<file path="src/rtl/z16_io_pkg.sv">
// Shared types and constants for the Z16 board I/O conditioners.
package z16_io_pkg;

  typedef enum logic [1:0] {
    UP        = 2'd0,
    WAIT_DOWN = 2'd1,
    DOWN      = 2'd2,
    WAIT_UP   = 2'd3
  } btn_state_t;

  localparam int C_BTN_DEBOUNCE_27MHZ = 270000;
  localparam int C_BTN_COUNT_W        = 8;

endpackage

</file>
<file path="src/rtl/z16_sync2.sv">
// Two-flop synchronizer for an asynchronous pin, with a selectable reset level.
module z16_sync2 #(
  parameter logic P_RESET_VALUE = 1'b0
) (
  input  logic i_clk,
  input  logic i_rst,
  input  logic i_d,
  output logic o_q
);

  logic meta_reg;
  logic sync_reg;

  always_ff @(posedge i_clk or negedge i_rst) begin
    if (!i_rst) begin
      meta_reg <= P_RESET_VALUE;
      sync_reg <= P_RESET_VALUE;
    end else begin
      meta_reg <= i_d;
      sync_reg <= meta_reg;
    end
  end

  assign o_q = sync_reg;

endmodule

</file>
<file path="src/rtl/z16_button_input.sv">
// Push-button conditioner: synchronize, debounce, and expose a clean level,
// press/release pulses, a CPU-acknowledged pending flag and a press counter.
module z16_button_input
  import z16_io_pkg::*;
#(
  parameter int P_DEBOUNCE_CYCLES = C_BTN_DEBOUNCE_27MHZ,
  parameter bit P_ACTIVE_LOW      = 1'b1
) (
  input  logic                     i_clk,
  input  logic                     i_rst,
  input  logic                     i_button,
  input  logic                     i_ack,
  output logic                     o_level,
  output logic                     o_press,
  output logic                     o_release,
  output logic                     o_pending,
  output logic [C_BTN_COUNT_W-1:0] o_count
);

  localparam int CNT_W = $clog2(P_DEBOUNCE_CYCLES);
  localparam logic [CNT_W-1:0] CNT_LAST = CNT_W'(P_DEBOUNCE_CYCLES - 1);

  logic pin_pressed;
  logic s;

  assign pin_pressed = i_button ^ P_ACTIVE_LOW;

  // Reset value 0 is the released level, so a reset never fakes a press.
  z16_sync2 #(
    .P_RESET_VALUE(1'b0)
  ) u_sync (
    .i_clk (i_clk),
    .i_rst (i_rst),
    .i_d   (pin_pressed),
    .o_q   (s)
  );

  btn_state_t       state_reg, state_next;
  logic [CNT_W-1:0] cnt_reg, cnt_next;

  logic                     level_reg, level_next;
  logic                     press_reg, press_next;
  logic                     release_reg, release_next;
  logic                     pending_reg, pending_next;
  logic [C_BTN_COUNT_W-1:0] count_reg, count_next;

  always_ff @(posedge i_clk or negedge i_rst) begin
    if (!i_rst) begin
      state_reg <= UP;
      cnt_reg   <= '0;
    end else begin
      state_reg <= state_next;
      cnt_reg   <= cnt_next;
    end
  end

  always_comb begin
    state_next = state_reg;
    cnt_next   = cnt_reg;
    case (state_reg)
      UP: begin
        if (s) begin
          state_next = WAIT_DOWN;
          cnt_next   = '0;
        end
      end
      WAIT_DOWN: begin
        if (!s) begin
          state_next = UP;
          cnt_next   = '0;
        end else if (cnt_reg == CNT_LAST) begin
          state_next = DOWN;
          cnt_next   = '0;
        end else begin
          cnt_next = cnt_reg + CNT_W'(1);
        end
      end
      DOWN: begin
        if (!s) begin
          state_next = WAIT_UP;
          cnt_next   = '0;
        end
      end
      WAIT_UP: begin
        if (s) begin
          state_next = DOWN;
          cnt_next   = '0;
        end else if (cnt_reg == CNT_LAST) begin
          state_next = UP;
          cnt_next   = '0;
        end else begin
          cnt_next = cnt_reg + CNT_W'(1);
        end
      end
      default: begin
        state_next = UP;
        cnt_next   = '0;
      end
    endcase
  end

  // Pulses are edges of the registered level, so they can never overlap.
  always_comb begin
    level_next   = (state_reg == DOWN) || (state_reg == WAIT_UP);
    press_next   = level_next & ~level_reg;
    release_next = ~level_next & level_reg;
    pending_next = press_next | (pending_reg & ~i_ack);
    count_next   = count_reg + C_BTN_COUNT_W'(press_next);
  end

  always_ff @(posedge i_clk or negedge i_rst) begin
    if (!i_rst) begin
      level_reg   <= 1'b0;
      press_reg   <= 1'b0;
      release_reg <= 1'b0;
      pending_reg <= 1'b0;
      count_reg   <= '0;
    end else begin
      level_reg   <= level_next;
      press_reg   <= press_next;
      release_reg <= release_next;
      pending_reg <= pending_next;
      count_reg   <= count_next;
    end
  end

  assign o_level   = level_reg;
  assign o_press   = press_reg;
  assign o_release = release_reg;
  assign o_pending = pending_reg;
  assign o_count   = count_reg;

endmodule

</file>
<file path="config.mk">
export PLATFORM = sky130hd
export DESIGN_NAME = z16_button_input
export DESIGN_NICKNAME = d
export VERILOG_FILES = /design/src/rtl/z16_io_pkg.sv /design/src/rtl/z16_sync2.sv /design/src/rtl/z16_button_input.sv
export SDC_FILE = /design/constraint.sdc
export NUM_CORES = 1
export LEC_CHECK = 0
export BUFFER_PORTS_ARGS = -buffer_cell sky130_fd_sc_hd__buf_2
export CAP_MARGIN = 20
export CELL_PAD_IN_SITES_DETAIL_PLACEMENT = 1
export CELL_PAD_IN_SITES_GLOBAL_PLACEMENT = 1
export CORE_MARGIN = 1
export CORE_UTILIZATION = 45
export DETAILED_ROUTE_END_ITERATION = 12
export PLACE_DENSITY = 0.84
export SLEW_MARGIN = 15
export SYNTH_ARGS = -nofsm -noshare
export SYNTH_HDL_FRONTEND = slang
export SYNTH_SLANG_ARGS = --single-unit
</file>
<file path="constraint.sdc">
create_clock -name i_clk -period 2.4 [get_ports i_clk]
set_input_delay 0.48 -clock i_clk [delete_from_list [all_inputs] [get_ports i_clk]]
set_output_delay 0.48 -clock i_clk [all_outputs]
set_load 0.05 [all_outputs]
</file>
==> results of run 1 <==
[kinds of logic (layout without fill, tap and decap cells)]
group | after synthesis | after routing | synth area share, %
buffers and inverters | 16 | 31 | 4.585
DFF | 35 | 35 | 50.95
and+or+nand+nor | 80 | 80 | 26.71
xor gates and xnor gates | 12 | 12 | 6.114
AOI/OAI and AO/OA | 26 | 26 | 9.462
adders and majority gates | 3 | 3 | 2.184
[per-stage QoR]
stage	hold WS, ns	util, %	instances	area (sq um)
floorplan	0.1844	-	172	1719
global placement	0.3431	49.52	228	1813
detailed placement	0.3466	49.52	228	1813
CTS	0.2929	52.43	235	1919
global route	0.3278	52.43	235	1919
finish	0.2718	52.43	235	1919
[routing by layer]
metal  routed length [um]  part of all wire [%]  vias to the layer above
met4                   82                   2.2                        0
met3                   80                   2.1                       10
met1                 1642                    43                      656
met2                 1975                    52                       14
met5                    0                     0                        -
li1                     -                     -                      629
[worst reg2reg max path, stage by stage (launching register included)]
cell,delay (ns)
dfrtp_1,0.42
xor2_1,0.27
and2_1,0.38
o21ai_4,0.17
or4_1,0.52
nand3_1,0.10
[placed cells by master (no fill, tap or decap)]
cell type   netlist  final
dfrtp_1          35     35
nand2_1          17     17
nand3_1          16     16
buf_2             4     15
nor2_1           12     12
o21ai_0          10     10
xnor2_1           9      9
inv_1             8      8
a21oi_1           7      7
nand4_1           6      6
nor3_1            5      5
clkbuf_8          0      5
and4_1            4      4
or3_1             4      4
xor2_1            3      3
and3_1            3      3
or4_1             3      3
ha_1              3      3
nor4b_2           2      2
a21o_1            2      2
o211ai_1          2      2
o22ai_1           1      1
and2b_1           1      1
nand4_4           1      1
nor4bb_1          1      1
and2_1            1      1
o21a_1            1      1
o21ai_4           1      1
a31o_2            1      1
or2_0             1      1
a22o_1            1      1
nor2_2            1      1
nor4_2            1      1
nand2b_1          1      1
bufinv_16         0      1
clkinvlp_4        0      1
buf_4             0      1
[path summary, 6_finish.rpt]
| kind | from | endpoint | slack (ns) | depth (start not counted) |
|---|---|---|---|---|
| max in group asynchronous | i_rst | cnt_reg[1] | 1.63 | 1 |
| worst min-delay path | i_rst | o_count[4] | 0.27 | 1 |
| worst min register to register | u_sync.meta_reg | u_sync.o_q | 0.36 | 0 |
| worst max-delay path | flip-flop | cnt_reg[18] | 0.48 | 5 |
| worst max register to register | flip-flop | cnt_reg[18] | 0.48 | 5 |
| min in group i_clk | i_button | u_sync.meta_reg | 0.33 | 2 |
[cell type report]
cell class | instances | area [sq um]
clock buffers | 5 | 68.82
clock inverters | 2 | 37.54
fillers | 434 | 1742
inverters | 8 | 30.03
multi-input cells | 121 | 764.5
flip-flops and latches | 35 | 875.8
well taps | 48 | 60.06
repair buffers | 16 | 82.58
[report_power, final]
part / internal, W / switching (W) / total (W)
logic: 0.000204 / 0.000583 / 0.000786
clock network: 0.000303 / 0.000208 / 0.000511
registers: 0.000706 / 0.000103 / 0.000809
==> reports/results.tsv, run 1 <==
metric	value	unit
Core Rows	22	
CTS tree	yes	
Power, Total	0.002107	W
slew margin rel.	47.75	%
Post-Syn Nets	179	
CP bufs+invs	0	
CP max stage cell	or4_1	
synth top area cells	dfrtp_1, nand3_1, xnor2_1	
Max-Cap Viols	0	
Slew Viols, Final	0	
worst slew pin tran	0.7838	ns
startpoint types	flip-flop	
vias in the first global route	1462	
crit-path max cell delay	0.52	ns
Min-Delay Path Class	in -> async	
Yosys top cell area share	50.95	%
met1 Use GR	23.55	%
post-synthesis instance area	0.001719	sq mm
post-placement setup slack	0.4988	ns
CTS root buf	clkbuf_8	
Synth warnings	0	
# diodes	0	
port bufs	15	
crit path capture type	flip-flop	
Top FF cell, synth	dfrtp_1	
post-route ant nets	0	
clk sinks	35	
drt first pass iters	4	
critical path fanouts, max	8	
Synth area leader	dfrtp_1	
Post-DP HPWL	2.746	mm
top-count cell post-synth	dfrtp_1	
Layout Nets	194	
DRC violations left	0	
CP required	2.62	ns
RSZ-0062 raised after global routing	false	
All-Layer GR Usage	21.25	%
sequential cell area fraction in the yosys report	50.95	%
Period Utilization, post-route	80.18	%
Setup TNS	0	ns
CP delay by family, top	simple AND/OR/NAND/NOR gates	
gr ovfl total	0	
hold_buf cts	0	
Avg Vias per Cell	5.570	
CTS Buf Count	5	
Fin. Hold Viols	0	
met3 usage	4.643	%
die height	63.81	um
CTS HTree Levels	2	
Core Region	0.003661	sq mm
highest clock rate	0.5197	GHz
M2 GR Usage	38.16	%
die area	0.004072	sq mm
Max Root-Sink Buffers	2	
layout cells sized above 1	16.04	%
VDD IR max	636.8	uV
asr flop ratio synth	100.0	%
initial antenna violation count	0	
post-CTS setup repair buffer count	0	
P per Cell Area	1098	mW/mm^2
CTS resizes	0	
Leak	0.8476	nW
mean post-synth cell area	9.995	sq um
starting density of the core	46.96	%
largest net degree at the start of global routing	36	
Mapped Cells	172	
status	completed	
first-pass GRT wire length	6.575	mm
# setup viols final	0	
Layout area overhead	11.64	%
clk slew on worst S/H paths	0.07	ns
final worst path period need	1.924	ns
Worst-Skew Late Latency	0.28	ns
Commonest cells post-synth	dfrtp_1, nand2_1, nand3_1	
EDFF count, synth	0	
max reg flops	19	
Layout Skew	0.003685	ns
worst setup path class	reg -> reg	
DR iter-0 viols	55	
Final GP Congestion	0.8532	
final WL	3.780	mm
CP Cell Sequence	xor2_1, and2_1, o21ai_4, or4_1, nand3_1	
busiest grt layer	met2	
Seq cells post-synth	35	
Die X	63.81	um
worst setup margin	0.4757	ns
I/O pin cnt	16	
crit path DAT	2.14	ns
vias	1309	
Cell variety after synth	37	
drt wl/cell	16.09	um
No activity file was read; power rests on OpenSTA's default activity.
==> run 2, diff against run 1 <==
--- a/config.mk
+++ b/config.mk
@@ -10,9 +10,9 @@
 export CELL_PAD_IN_SITES_DETAIL_PLACEMENT = 1
 export CELL_PAD_IN_SITES_GLOBAL_PLACEMENT = 1
 export CORE_MARGIN = 1
-export CORE_UTILIZATION = 45
+export CORE_UTILIZATION = 41
 export DETAILED_ROUTE_END_ITERATION = 12
-export PLACE_DENSITY = 0.84
+export PLACE_DENSITY = 0.81
 export SLEW_MARGIN = 15
 export SYNTH_ARGS = -nofsm -noshare
 export SYNTH_HDL_FRONTEND = slang
==> constraint.sdc (replaced) <==
create_clock -name i_clk -period 1.67 [get_ports i_clk]
set_input_delay 0.334 -clock i_clk [delete_from_list [all_inputs] [get_ports i_clk]]
set_output_delay 0.334 -clock i_clk [all_outputs]
set_load 0.05 [all_outputs]
==> reports/results.tsv, run 2 (same netlist as run 1, synthesis figures left out) <==
metric	value	unit
Fin. Hold Viols	0	
violated checks	negative setup slack	
Leak	1.015	nW
worst setup margin	-0.1054	ns
placed cells	253	
drt wl/cell	18.08	um
CP max stage cell	dfrtp_1	
CP Cell Sequence	nor4bb_1, nand4_1, buf_4, o21ai_4, a21oi_1, a31o_2	
crit-path max cell delay	0.41	ns
Core Region	0.004000	sq mm
CP required	1.86	ns
Post-DP HPWL	3.245	mm
P per Cell Area	1442	mW/mm^2
RSZ-0062 raised after global routing	true	
Min-Delay Path Class	in -> reg	
CTS Buf Count	5	
post-route insts no fill	264	
CTS tree	yes	
DRC violations left	0	
VDD IR max	486.7	uV
DR iter-0 viols	37	
Seq. cell area	875.8	sq um
layout cells sized above 1	34.11	%
clk slew on worst S/H paths	0.07	ns
# setup viols final	14	
Die X	66.76	um
# diodes	0	
All-Layer GR Usage	23.06	%
Slew Viols, Final	0	
largest net degree at the start of global routing	22	
die height	66.76	um
multi-input logic area	847.1	sq um
Core Rows	23	
Layout Skew	0.003391	ns
crit path DAT	1.96	ns
drt first pass iters	4	
CTS HTree Levels	2	
worst setup path class	reg -> reg	
Layout Nets	221	
Layout area overhead	29.55	%
CP delay by family, top	simple AND/OR/NAND/NOR gates	
worst slew pin tran	0.4590	ns
clk sinks	35	
crit path capture type	flip-flop	
I/O pin cnt	16	
most frequent cells in the layout	dfrtp_1, buf_4, nand2_1	
Setup TNS	-0.7667	ns
initial antenna violation count	0	
startpoint types	flip-flop	
final WL	4.772	mm
vias	1493	
most common cell after layout, fill and taps aside	dfrtp_1	
Max Root-Sink Buffers	2	
final worst path period need	1.775	ns
Hold Worst Slack	0.1789	ns
CTS root buf	clkbuf_8	
CP bufs+invs	1	
max reg flops	19	
vias in the first global route	1560	
Max-Cap Viols	0	
highest clock rate	0.5632	GHz
critical path fanouts, max	5	
die area	0.004456	sq mm
Fill cells	441	
port bufs	15	
gr ovfl total	0	
status	finished with violations	
Worst-Skew Late Latency	0.30	ns
Final GP Congestion	0.8664	
Period Utilization, post-route	106.3	%
post-route ant nets	0	
slew margin rel.	69.40	%
first-pass GRT wire length	7.334	mm
starting density of the core	42.98	%
Avg Vias per Cell	5.655	
## run 2: power by group
group          internal, W  switching (W)
clock             0.000323       0.000303
sequential         0.00101       0.000147
combinational     0.000467       0.000956
total              0.00180        0.00141
## run 2: final cells by class
class / instances / share of cell area, %
clock buffers: 6 / 3.708
clock inverters: 1 / 0.2247
inverters: 8 / 1.348
multi-input cells: 121 / 38.03
flip-flops and latches: 35 / 39.33
well taps: 50 / 2.809
repair buffers: 43 / 14.55
## run 2: metrics by stage
stage	utilization [%]	total power (W)	worst slack, ns	cell area [sq um]
6_report	55.68	0.003211	-0.1054	2227
5_1_grt	55.68	0.003389	-0.2024	2227
3_3_place_gp	50.58	0.002450	0.003059	2023
2_1_floorplan	-	0.002067	0.01216	1729
4_1_cts	53.33	0.003188	-0.01872	2133
3_5_place_dp	50.58	0.002525	-0.07572	2023
## run 2: worst register-to-register path: cells and delay by family (launching register included)
family	cells	cell delay [ns]
buf+inv	1	0.17
compound gates	3	0.53
simple gates	2	0.57
flops	1	0.41
## run 2: path summary, 6_finish.rpt
check	from	end	slack [ns]	depth (start not counted)
min	i_button	u_sync.meta_reg	0.18	2
min in group asynchronous	i_rst	o_count[7]	0.52	2
max reg2reg	cnt_reg[18]	flip-flop	-0.11	6
max in group asynchronous	i_rst	cnt_reg[12]	0.70	3
min reg2reg	u_sync.meta_reg	u_sync.o_q	0.35	0
max	cnt_reg[18]	flip-flop	-0.11	6
## run 2: what timing repair did
item / 4_1_cts / 5_1_grt
buffers inserted: 1 / 2
setup endpoints to repair: 14 / 17
pin swaps: 5 / 2
gates resized for setup: 5 / 19
cloned: 0 / 0
hold buffers: 1 / 0
hold endpoints to repair: 18 / 0
## run 2: layer usage
| metal | share of wire [%] | track usage, % | up-vias |
|---|---|---|---|
| li1 | - | - | 685 |
| met1 | 41 | 25.91 | 748 |
| met2 | 51 | 39.52 | 44 |
| met3 | 4.4 | 5.479 | 16 |
| met4 | 3.7 | 13.03 | 0 |
| met5 | 0 | 0 | - |
==> run 3, diff against run 2 <==
--- a/config.mk
+++ b/config.mk
@@ -12,6 +12,7 @@
 export CORE_MARGIN = 1
 export CORE_UTILIZATION = 41
 export DETAILED_ROUTE_END_ITERATION = 12
+export MAX_ROUTING_LAYER = met4
 export PLACE_DENSITY = 0.81
 export SLEW_MARGIN = 15
 export SYNTH_ARGS = -nofsm -noshare
==> reports/results.tsv, run 3 (same netlist as run 1, synthesis figures left out) <==
metric	value	unit
Layout Skew	0.003642	ns
hold depth	2	
die height	66.76	um
die area	0.004456	sq mm
Internal	0.001805	W
clock power share	19.5	%
switch share	43.90	%
Post-DP Area	0.002023	sq mm
worst setup path class	reg -> reg	
worst reg-to-reg path cell count	6	
layout cells sized above 1	34.11	%
VDD IR max	490.8	uV
Core Region	0.004000	sq mm
Layout area overhead	29.55	%
Period Utilization, post-route	106.2	%
slew margin rel.	69.39	%
Core Rows	23	
I/O pin cnt	16	
starting density of the core	42.98	%
P_sw	0.001412	W
status	finished with violations	
Final GP Congestion	0.8804	
startpoint types	flip-flop	
final WL	4.784	mm
RSZ-0062 raised after global routing	true	
DRC violations left	0	
most common cell after layout, fill and taps aside	dfrtp_1	
worst hold path startpoint	i_button	
most frequent cells in the layout	dfrtp_1, buf_4, nand2_1	
Critical Path Start	cnt_reg[18]	
drt first pass iters	4	
Layout Nets	221	
port bufs	15	
final worst path period need	1.773	ns
crit path capture type	flip-flop	
critical path fanouts, max	5	
combinational share of power	44.4	%
Critical R2R Launch	cnt_reg[18]	
Design Area, Final	0.002227	sq mm
Worst-Skew Late Latency	0.30	ns
Reg power frac	36.1	%
worst setup margin	-0.1034	ns
# setup viols final	13	
violated checks	negative setup slack	
Slew Viols, Final	0	
clk sinks	35	
Min-Delay Path Class	in -> reg	
max reg flops	19	
drt wl/cell	18.12	um
# diodes	0	
largest net degree at the start of global routing	22	
CTS tree	yes	
post-route insts no fill	264	
initial antenna violation count	0	
gr ovfl total	0	
vias	1468	
Max Root-Sink Buffers	2	
DR iter-0 viols	36	
placed cells	253	
Hold Worst Slack	0.1788	ns
CTS root buf	clkbuf_8	
Power, Total	0.003217	W
Avg Vias per Cell	5.561	
worst slew pin tran	0.4591	ns
highest clock rate	0.5639	GHz
vias in the first global route	1560	
All-Layer GR Usage	23.68	%
P per Cell Area	1444	mW/mm^2
CP required	1.86	ns
CTS Buf Count	5	
Post-DP HPWL	3.245	mm
crit path DAT	1.96	ns
Fin. Hold Viols	0	
Leak	1.015	nW
CTS HTree Levels	2	
clk slew on worst S/H paths	0.07	ns
first-pass GRT wire length	7.334	mm
post-route ant nets	0	
Die X	66.76	um
Max-Cap Viols	0	
[run 3: cell counts in the layout (fill, tap and decap cells not counted)]
No cell type changed its count.
[run 3: final cells by class]
type                            instances  area, sq um
Clock inverter                          1        5.005
Tap cell                               50        62.56
Clock buffer                            6        82.58
Sequential cell                        35        875.8
Multi-Input combinational cell        121        847.1
Fill cell                             441         1773
Timing Repair Buffer                   43        324.1
Inverter                                8        30.03
[run 3: through the flow]
| stage | setup TNS (ns) | util (%) | worst slack (ns) |
|---|---|---|---|
| 5_1_grt | -2.283 | 55.68 | -0.2024 |
| 6_report | -0.7160 | 55.68 | -0.1034 |
| 3_3_place_gp | 0 | 50.58 | 0.003059 |
| 4_1_cts | -0.01872 | 53.33 | -0.01872 |
| 2_1_floorplan | 0 | - | 0.01216 |
| 3_5_place_dp | -0.4351 | 50.58 | -0.07572 |
[run 3: repair_timing]
item | in CTS | in global routing
setup buffers | 1 | 2
cloned | 0 | 0
gates resized for setup | 5 | 19
hold endpoints to repair | 18 | 0
endpoints found under the setup margin | 14 | 17
hold buffers | 1 | 0
pin swaps | 5 | 2
[run 3: layer usage]
layer  vias to the layer above  global-route usage (%)  wire length, um
met1                       733                   25.91             1974
li1                        684                       -                -
met4                         0                   13.03              170
met2                        36                   39.52             2452
met3                        15                   5.479              188
met5                         -                       -                0
[run 3: power by group through the flow]
stage          registers, W  logic, W  clock network [W]
6_report            0.00116   0.00143           0.000627
5_1_grt             0.00118   0.00153           0.000677
4_1_cts             0.00116   0.00139           0.000640
3_5_place_dp        0.00117   0.00135                  0
3_3_place_gp        0.00115   0.00130                  0
2_1_floorplan       0.00156  0.000511                  0
[run 3: critical path: stages (launching register included)]
cell,delay (ns)
dfrtp_1,0.41
nor4bb_1,0.39
nand4_1,0.17
buf_4,0.17
o21ai_4,0.20
a21oi_1,0.12
a31o_2,0.22
[run 3: path summary, 6_finish.rpt]
check | endpoint | slack, ns
max | flip-flop | -0.10
min | u_sync.meta_reg | 0.18
max reg2reg | flip-flop | -0.10
min reg2reg | u_sync.o_q | 0.35
max in group asynchronous | cnt_reg[12] | 0.70
min in group asynchronous | o_press | 0.52
